--- config.mk ---
export PLATFORM = sky130hd
export DESIGN_NAME = wishbone_exerciser
export DESIGN_NICKNAME = d
export VERILOG_FILES = /design/src/rtl/wishbone_exerciser.sv
export SDC_FILE = /design/constraint.sdc
export NUM_CORES = 1
export LEC_CHECK = 0
export CORE_MARGIN = 5
export CORE_UTILIZATION = 45
export DETAILED_ROUTE_END_ITERATION = 16
export PLACE_DENSITY = 0.73
export SETUP_SLACK_MARGIN = 0.4
export SLEW_MARGIN = 20
export SYNTH_ARGS = -nofsm -noshare
export SYNTH_HDL_FRONTEND = slang
export SYNTH_SLANG_ARGS = --single-unit
--- constraint.sdc ---
create_clock -name clk -period 3.1 [get_ports clk]
set_input_delay 0.31 -clock clk [delete_from_list [all_inputs] [get_ports clk]]
set_output_delay 0.31 -clock clk [all_outputs]
set_load 0.01 [all_outputs]
--- src/rtl/wishbone_exerciser.sv ---
// Wishbone master traffic generator: single transfers, write sweeps, read-verify
// sweeps and write-then-verify runs, with progress and error status for display.
module wishbone_exerciser #(
  parameter int ADDR_W  = 32,
  parameter int DATA_W  = 32,
  parameter int SEL_W   = 4,
  parameter int CNT_W   = 8,
  parameter int TIMEOUT = 255
) (
  input  logic              clk,
  input  logic              rst,
  input  logic              start,
  input  logic [1:0]        mode,
  input  logic [ADDR_W-1:0] cfg_addr,
  input  logic [DATA_W-1:0] cfg_data,
  input  logic              cfg_we,
  input  logic [SEL_W-1:0]  cfg_sel,
  input  logic [CNT_W-1:0]  cfg_count,
  output logic              wishbone_cyc_o,
  output logic              wishbone_stb_o,
  output logic              wishbone_we_o,
  output logic [ADDR_W-1:0] wishbone_addr_o,
  output logic [DATA_W-1:0] wishbone_data_o,
  output logic [SEL_W-1:0]  wishbone_select_o,
  input  logic [DATA_W-1:0] wishbone_data_i,
  input  logic              wishbone_ack_i,
  output logic              busy,
  output logic              done,
  output logic              err_timeout,
  output logic [CNT_W-1:0]  mismatch_cnt,
  output logic [ADDR_W-1:0] first_bad_addr,
  output logic [DATA_W-1:0] last_rdata,
  output logic [CNT_W-1:0]  xfer_cnt,
  output logic [1:0]        dbg_state
);

  // Handshake: a transfer completes on the rising edge where cyc_o, stb_o and
  // ack_i are all high; ack_i in any other cycle is ignored.
  localparam logic [1:0] S_IDLE = 2'd0;
  localparam logic [1:0] S_REQ  = 2'd1;
  localparam logic [1:0] S_GAP  = 2'd2;
  localparam logic [1:0] S_DONE = 2'd3;

  localparam int WAIT_W = (TIMEOUT < 2) ? 1 : $clog2(TIMEOUT);
  localparam logic [WAIT_W-1:0] WAIT_LAST = WAIT_W'(TIMEOUT - 1);
  localparam logic [CNT_W-1:0]  CNT_MAX   = '1;

  logic [1:0]        state_q, state_d;
  logic [1:0]        mode_q, mode_d;
  logic [ADDR_W-1:0] base_addr_q, base_addr_d;
  logic [DATA_W-1:0] base_data_q, base_data_d;
  logic [CNT_W-1:0]  count_q, count_d;
  logic [CNT_W-1:0]  idx_q, idx_d;
  logic              pass_q, pass_d;
  logic [WAIT_W-1:0] wait_q, wait_d;
  logic              done_q, done_d;
  logic              err_q, err_d;
  logic [CNT_W-1:0]  mis_q, mis_d;
  logic [ADDR_W-1:0] fba_q, fba_d;
  logic [DATA_W-1:0] rdata_q, rdata_d;
  logic [CNT_W-1:0]  xfer_q, xfer_d;
  logic              req_q, req_d;
  logic              we_q, we_d;
  logic [ADDR_W-1:0] addr_q, addr_d;
  logic [DATA_W-1:0] data_q, data_d;
  logic [SEL_W-1:0]  sel_q, sel_d;

  logic [DATA_W-1:0] rd_mask;
  logic              miscompare;
  logic              last_word;
  logic [CNT_W-1:0]  idx_nxt;

  always_comb begin
    rd_mask = '0;
    for (int b = 0; b < SEL_W; b++) begin
      rd_mask[b*8 +: 8] = {8{sel_q[b]}};
    end
  end

  assign miscompare = |((wishbone_data_i ^ data_q) & rd_mask);
  assign last_word  = (mode_q == 2'd0) || (idx_q == count_q - CNT_W'(1));
  assign idx_nxt    = idx_q + CNT_W'(1);

  always_comb begin
    state_d     = state_q;
    mode_d      = mode_q;
    base_addr_d = base_addr_q;
    base_data_d = base_data_q;
    count_d     = count_q;
    idx_d       = idx_q;
    pass_d      = pass_q;
    wait_d      = wait_q;
    done_d      = done_q;
    err_d       = err_q;
    mis_d       = mis_q;
    fba_d       = fba_q;
    rdata_d     = rdata_q;
    xfer_d      = xfer_q;
    we_d        = we_q;
    addr_d      = addr_q;
    data_d      = data_q;
    sel_d       = sel_q;

    case (state_q)
      S_IDLE: begin
        if (start) begin
          mode_d      = mode;
          base_addr_d = cfg_addr;
          base_data_d = cfg_data;
          count_d     = cfg_count;
          idx_d       = '0;
          pass_d      = 1'b0;
          wait_d      = '0;
          done_d      = 1'b0;
          err_d       = 1'b0;
          mis_d       = '0;
          fba_d       = '0;
          xfer_d      = '0;
          addr_d      = cfg_addr;
          data_d      = cfg_data;
          sel_d       = cfg_sel;
          we_d        = (mode == 2'd0) ? cfg_we : (mode != 2'd2);
          if (mode != 2'd0 && cfg_count == '0) begin
            state_d = S_DONE;
            done_d  = 1'b1;
          end else begin
            state_d = S_REQ;
          end
        end
      end
      S_REQ: begin
        if (wishbone_ack_i) begin
          xfer_d = xfer_q + CNT_W'(1);
          if (!we_q) begin
            rdata_d = wishbone_data_i;
            if (mode_q != 2'd0 && miscompare) begin
              if (mis_q == '0) fba_d = addr_q;
              if (mis_q != CNT_MAX) mis_d = mis_q + CNT_W'(1);
            end
          end
          if (!last_word) begin
            idx_d   = idx_nxt;
            addr_d  = base_addr_q + ADDR_W'(idx_nxt);
            data_d  = base_data_q + DATA_W'(idx_nxt);
            state_d = S_GAP;
          end else if (mode_q == 2'd3 && !pass_q) begin
            // Write pass finished: replay the same words as a verify pass.
            pass_d  = 1'b1;
            idx_d   = '0;
            xfer_d  = '0;
            we_d    = 1'b0;
            addr_d  = base_addr_q;
            data_d  = base_data_q;
            state_d = S_GAP;
          end else begin
            state_d = S_DONE;
            done_d  = 1'b1;
          end
        end else if (wait_q == WAIT_LAST) begin
          err_d   = 1'b1;
          done_d  = 1'b1;
          state_d = S_DONE;
        end else begin
          wait_d = wait_q + WAIT_W'(1);
        end
      end
      S_GAP: begin
        wait_d  = '0;
        state_d = S_REQ;
      end
      default: state_d = S_IDLE;
    endcase

    req_d = (state_d == S_REQ);
  end

  always_ff @(posedge clk) begin
    if (!rst) begin
      state_q     <= S_IDLE;
      mode_q      <= '0;
      base_addr_q <= '0;
      base_data_q <= '0;
      count_q     <= '0;
      idx_q       <= '0;
      pass_q      <= 1'b0;
      wait_q      <= '0;
      done_q      <= 1'b0;
      err_q       <= 1'b0;
      mis_q       <= '0;
      fba_q       <= '0;
      rdata_q     <= '0;
      xfer_q      <= '0;
      req_q       <= 1'b0;
      we_q        <= 1'b0;
      addr_q      <= '0;
      data_q      <= '0;
      sel_q       <= '0;
    end else begin
      state_q     <= state_d;
      mode_q      <= mode_d;
      base_addr_q <= base_addr_d;
      base_data_q <= base_data_d;
      count_q     <= count_d;
      idx_q       <= idx_d;
      pass_q      <= pass_d;
      wait_q      <= wait_d;
      done_q      <= done_d;
      err_q       <= err_d;
      mis_q       <= mis_d;
      fba_q       <= fba_d;
      rdata_q     <= rdata_d;
      xfer_q      <= xfer_d;
      req_q       <= req_d;
      we_q        <= we_d;
      addr_q      <= addr_d;
      data_q      <= data_d;
      sel_q       <= sel_d;
    end
  end

  assign wishbone_cyc_o    = req_q;
  assign wishbone_stb_o    = req_q;
  assign wishbone_we_o     = we_q;
  assign wishbone_addr_o   = addr_q;
  assign wishbone_data_o   = data_q;
  assign wishbone_select_o = sel_q;
  assign busy              = (state_q == S_REQ) || (state_q == S_GAP);
  assign done              = done_q;
  assign err_timeout       = err_q;
  assign mismatch_cnt      = mis_q;
  assign first_bad_addr    = fba_q;
  assign last_rdata        = rdata_q;
  assign xfer_cnt          = xfer_q;
  assign dbg_state         = state_q;

endmodule
==> flow_summary.yaml <==
outcome:
  status: "finished, final reports clean"
power:
  leakagePower_uw: 0.00586
  vdd_drop_max_uv: 384
  power_density_nw_per_um2: 575
synthesis:
  synth-warning-count: 0
  synth_enable_flop_cells: 0
  leading_post_synthesis_cells_by_cell_area: "sky130_fd_sc_hd__dfxtp_1 43%, sky130_fd_sc_hd__nand2_1 9.4%, sky130_fd_sc_hd__a21oi_1 7.1%"
  asyncSetResetFlopFracSynth_pct: 0
  syn_area_um2: 11500
  synthMostInstantiatedCell: "sky130_fd_sc_hd__nand2_1"
  synth_top_cell_by_area: "sky130_fd_sc_hd__dfxtp_1"
  syn-num-nets: 1548
  yosys-top-cells-count: "287 x sky130_fd_sc_hd__nand2_1, 245 x sky130_fd_sc_hd__dfxtp_1, 163 x sky130_fd_sc_hd__a21oi_1"
  yosysSeqAreaShare_pct: 42.6
  dominantRegCellSynth: "sky130_fd_sc_hd__dfxtp_1"
  synth_register_bits: 245
  syn-instance-count: 1404
  fraction_of_synthesized_cell_area_taken_by_the_top_area_cell_type_pct: 42.6
  synthesis.area_per_instance_um2: 8.20
  yosys.cell_types.count: 67
detailed_routing:
  routed_wl_mm: 39.1
  routed-via-count: 11500
  first_pass_iters: 5
  route.antenna.remaining_nets: 0
  route.detailed.drc: 0
  post_drt_wl_per_cell_um: 19.3
  initialDrtViolationCount: 1021
  vias_per_inst: 5.69
sta:
  worst_slew_pin_slew_ns: 0.963
  max_freq_mhz: 358
  fin_hold_ws_ns: 0.290
  finalHoldViolCount: 0
  finalWorstPathRequiredPeriod_ns: 2.79
  rsz0062_at_grt: "true"
  max-slew-margin-rel_pct: 35.8
  min_period_over_period_pct: 90.0
  slew_viol_final: 0
  setup_viol: 0
  clock_skew_ns: 0.0252
layout:
  nets: 1815
  area_taken_by_multi_input_logic_gates_um2: 6740
  drive_above_1_share_pct: 11.9
  area.sequential_um2: 4920
  finish.cell_count_without_fillers: 2023
  syn_to_final_growth_pct: 41.5
  fillers: 2075
critical_path:
  critPathRequiredTime_ns: 3.50
  worst-setup-path-type: "reg -> reg"
  worst_setup_path_end_kind: "flop"
  critPathLaunchType: "flop"
  critical_path_arrival_ns: 3.19
  cp-startpoint: "idx_q[1]"
  critical_path.reg2reg.startpoint: "idx_q[1]"
  critical_path.max_fanout: 8
die:
  die-width_um: 170
  io-pin-count: 271
  number_of_core_rows: 58
  height_of_the_die_um: 170
  core-area_um2: 25200
  floorplan.initialDensity_pct: 45.7
  design.die.area_um2: 28900
clocking:
  clk_path_buf_depth: 3
  cts-buffers-inserted: 28
  path_clk_slew_ns: 0.06
  cts.sink_count: 245
  clock_latency_reported_for_the_late_side_of_the_worst_skew_pair_ns: 0.54
  cts_tree: "yes"
  cts_htree_levels: 1
  cts.root.buffer_cell: "sky130_fd_sc_hd__clkbuf_16"
  cts-hold-fix-buffers: 0
grt:
  antenna_found_initial: 1
  global_route_wire_length_before_repair_mm: 59.3
  grt_overflow: 0
  pin_count_of_the_biggest_net_entering_global_routing: 92
  gr-usage-all-layers_pct: 25.0
  grt_pass1_vias: 10900
worst_hold_path:
  timing.hold.worst.start: "rst"
  worst_hold_path_type: "in -> reg"
placed_design:
  place_hpwl_mm: 26.7
  port-buffer-count: 270
  place.detailed.instances: 1951
  routabilityCongestion: 0.905
run:
  max_cap_viol_count: 0
[through the flow]
step           setup WS (ns)  util (%)  power, uW  instance area [um^2]  setup TNS [ns]
2_1_floorplan          0.400         -       4870                 11500               0
6_report               0.310      64.7       9370                 16300               0
3_5_place_dp         -0.0641      58.1       5910                 14600         -0.0696
5_1_grt                0.209      64.7       9760                 16300               0
3_3_place_gp          0.0362      58.1       5870                 14600               0
4_1_cts                0.327      62.9       9260                 15800               0
[logic make-up (layout without fill, tap and decap cells)]
logic type	after synthesis	count (layout)	synth area share, %
AO/OA/AOI/OAI	359	359	19.7
XOR/XNOR	114	114	8.67
adder cells (fa/ha/maj)	29	29	3.28
buffers and inverters	104	392	3.64
flip-flops	245	245	42.6
multiplexers	18	18	1.58
other	0	1	0
AND/OR/NAND/NOR	535	535	20.6
[report_power, final]
part | switching (uW) | leakage, uW | internal [uW]
sequential | 296 | 0.00200 | 3420
clock | 1310 | 0.000474 | 2040
combinational | 1260 | 0.00338 | 1040
[critical path, stage by stage (launching register included)]
cell and delay [ns]:
sky130_fd_sc_hd__dfxtp_4 0.37, sky130_fd_sc_hd__ha_4 0.13, sky130_fd_sc_hd__and3_4 0.24, sky130_fd_sc_hd__nand3_4 0.09, sky130_fd_sc_hd__xnor2_2 0.16, sky130_fd_sc_hd__buf_6 0.15
sky130_fd_sc_hd__ha_4 0.26, sky130_fd_sc_hd__nor3_2 0.04, sky130_fd_sc_hd__nor2_2 0.14, sky130_fd_sc_hd__o21a_1 0.16, sky130_fd_sc_hd__or3b_4 0.49, sky130_fd_sc_hd__nor3_4 0.21
sky130_fd_sc_hd__xnor2_1 0.13, sky130_fd_sc_hd__o22ai_1 0.09
[final timing paths]
kind | end | slack, ns | depth (start not counted)
max | wishbone_data_o[28] | 0.31 | 13
min | xfer_cnt[0] | 0.29 | 3
max reg2reg | wishbone_data_o[28] | 0.31 | 13
min reg2reg | last_rdata[23] | 0.45 | 2
[flip-flops by register name, summed over array words and instances, names as in the netlist, 2 cells and up]
name               cells
idx_q                  8
mode_q                 2
base_data_q           32
wishbone_data_o       32
wishbone_select_o      4
mismatch_cnt           8
first_bad_addr        32
dbg_state              2
base_addr_q           32
wishbone_addr_o       32
xfer_cnt               8
wait_q                 8
last_rdata            32
count_q                8
[cell usage in the layout, fill, tap and decap left out, types with 31 or more instances in the layout]
| cell type | instances |
|---|---|
| sky130_fd_sc_hd__nand3_1 | 46 |
| sky130_fd_sc_hd__dfxtp_1 | 238 |
| sky130_fd_sc_hd__xor2_1 | 49 |
| sky130_fd_sc_hd__clkdlybuf4s50_1 | 269 |
| sky130_fd_sc_hd__a21oi_1 | 162 |
| sky130_fd_sc_hd__a22o_1 | 37 |
| sky130_fd_sc_hd__nand2_1 | 280 |
| sky130_fd_sc_hd__nor2_1 | 80 |
| sky130_fd_sc_hd__clkbuf_16 | 31 |
| sky130_fd_sc_hd__buf_4 | 42 |
| sky130_fd_sc_hd__xnor2_1 | 61 |
[area by class of cell]
type / instances / area share [%]
diodes: 1 / 0.0154
clock inverters: 10 / 0.637
flip-flops and latches: 245 / 30.2
inverters: 19 / 0.453
well taps: 330 / 2.53
multi-input cells: 1055 / 41.3
repair buffers: 322 / 19.7
clock buffers: 41 / 5.16
[timing repair]
item | in CTS | in global routing
pin swaps | 16 | 24
gates resized for setup | 48 | 68
setup buffers | 10 | 8
gates cloned | 0 | 2
endpoints found under the setup margin | 63 | 76
[metal layers]
layer	up-vias	share of wire (%)	global-route usage, %
li1	5451	-	-
met1	5502	43	35.0
met2	486	47	40.8
met3	67	7.8	3.62
met4	0	2.4	6.11
met5	-	0	0
No activity file was read; power rests on OpenSTA's default activity.
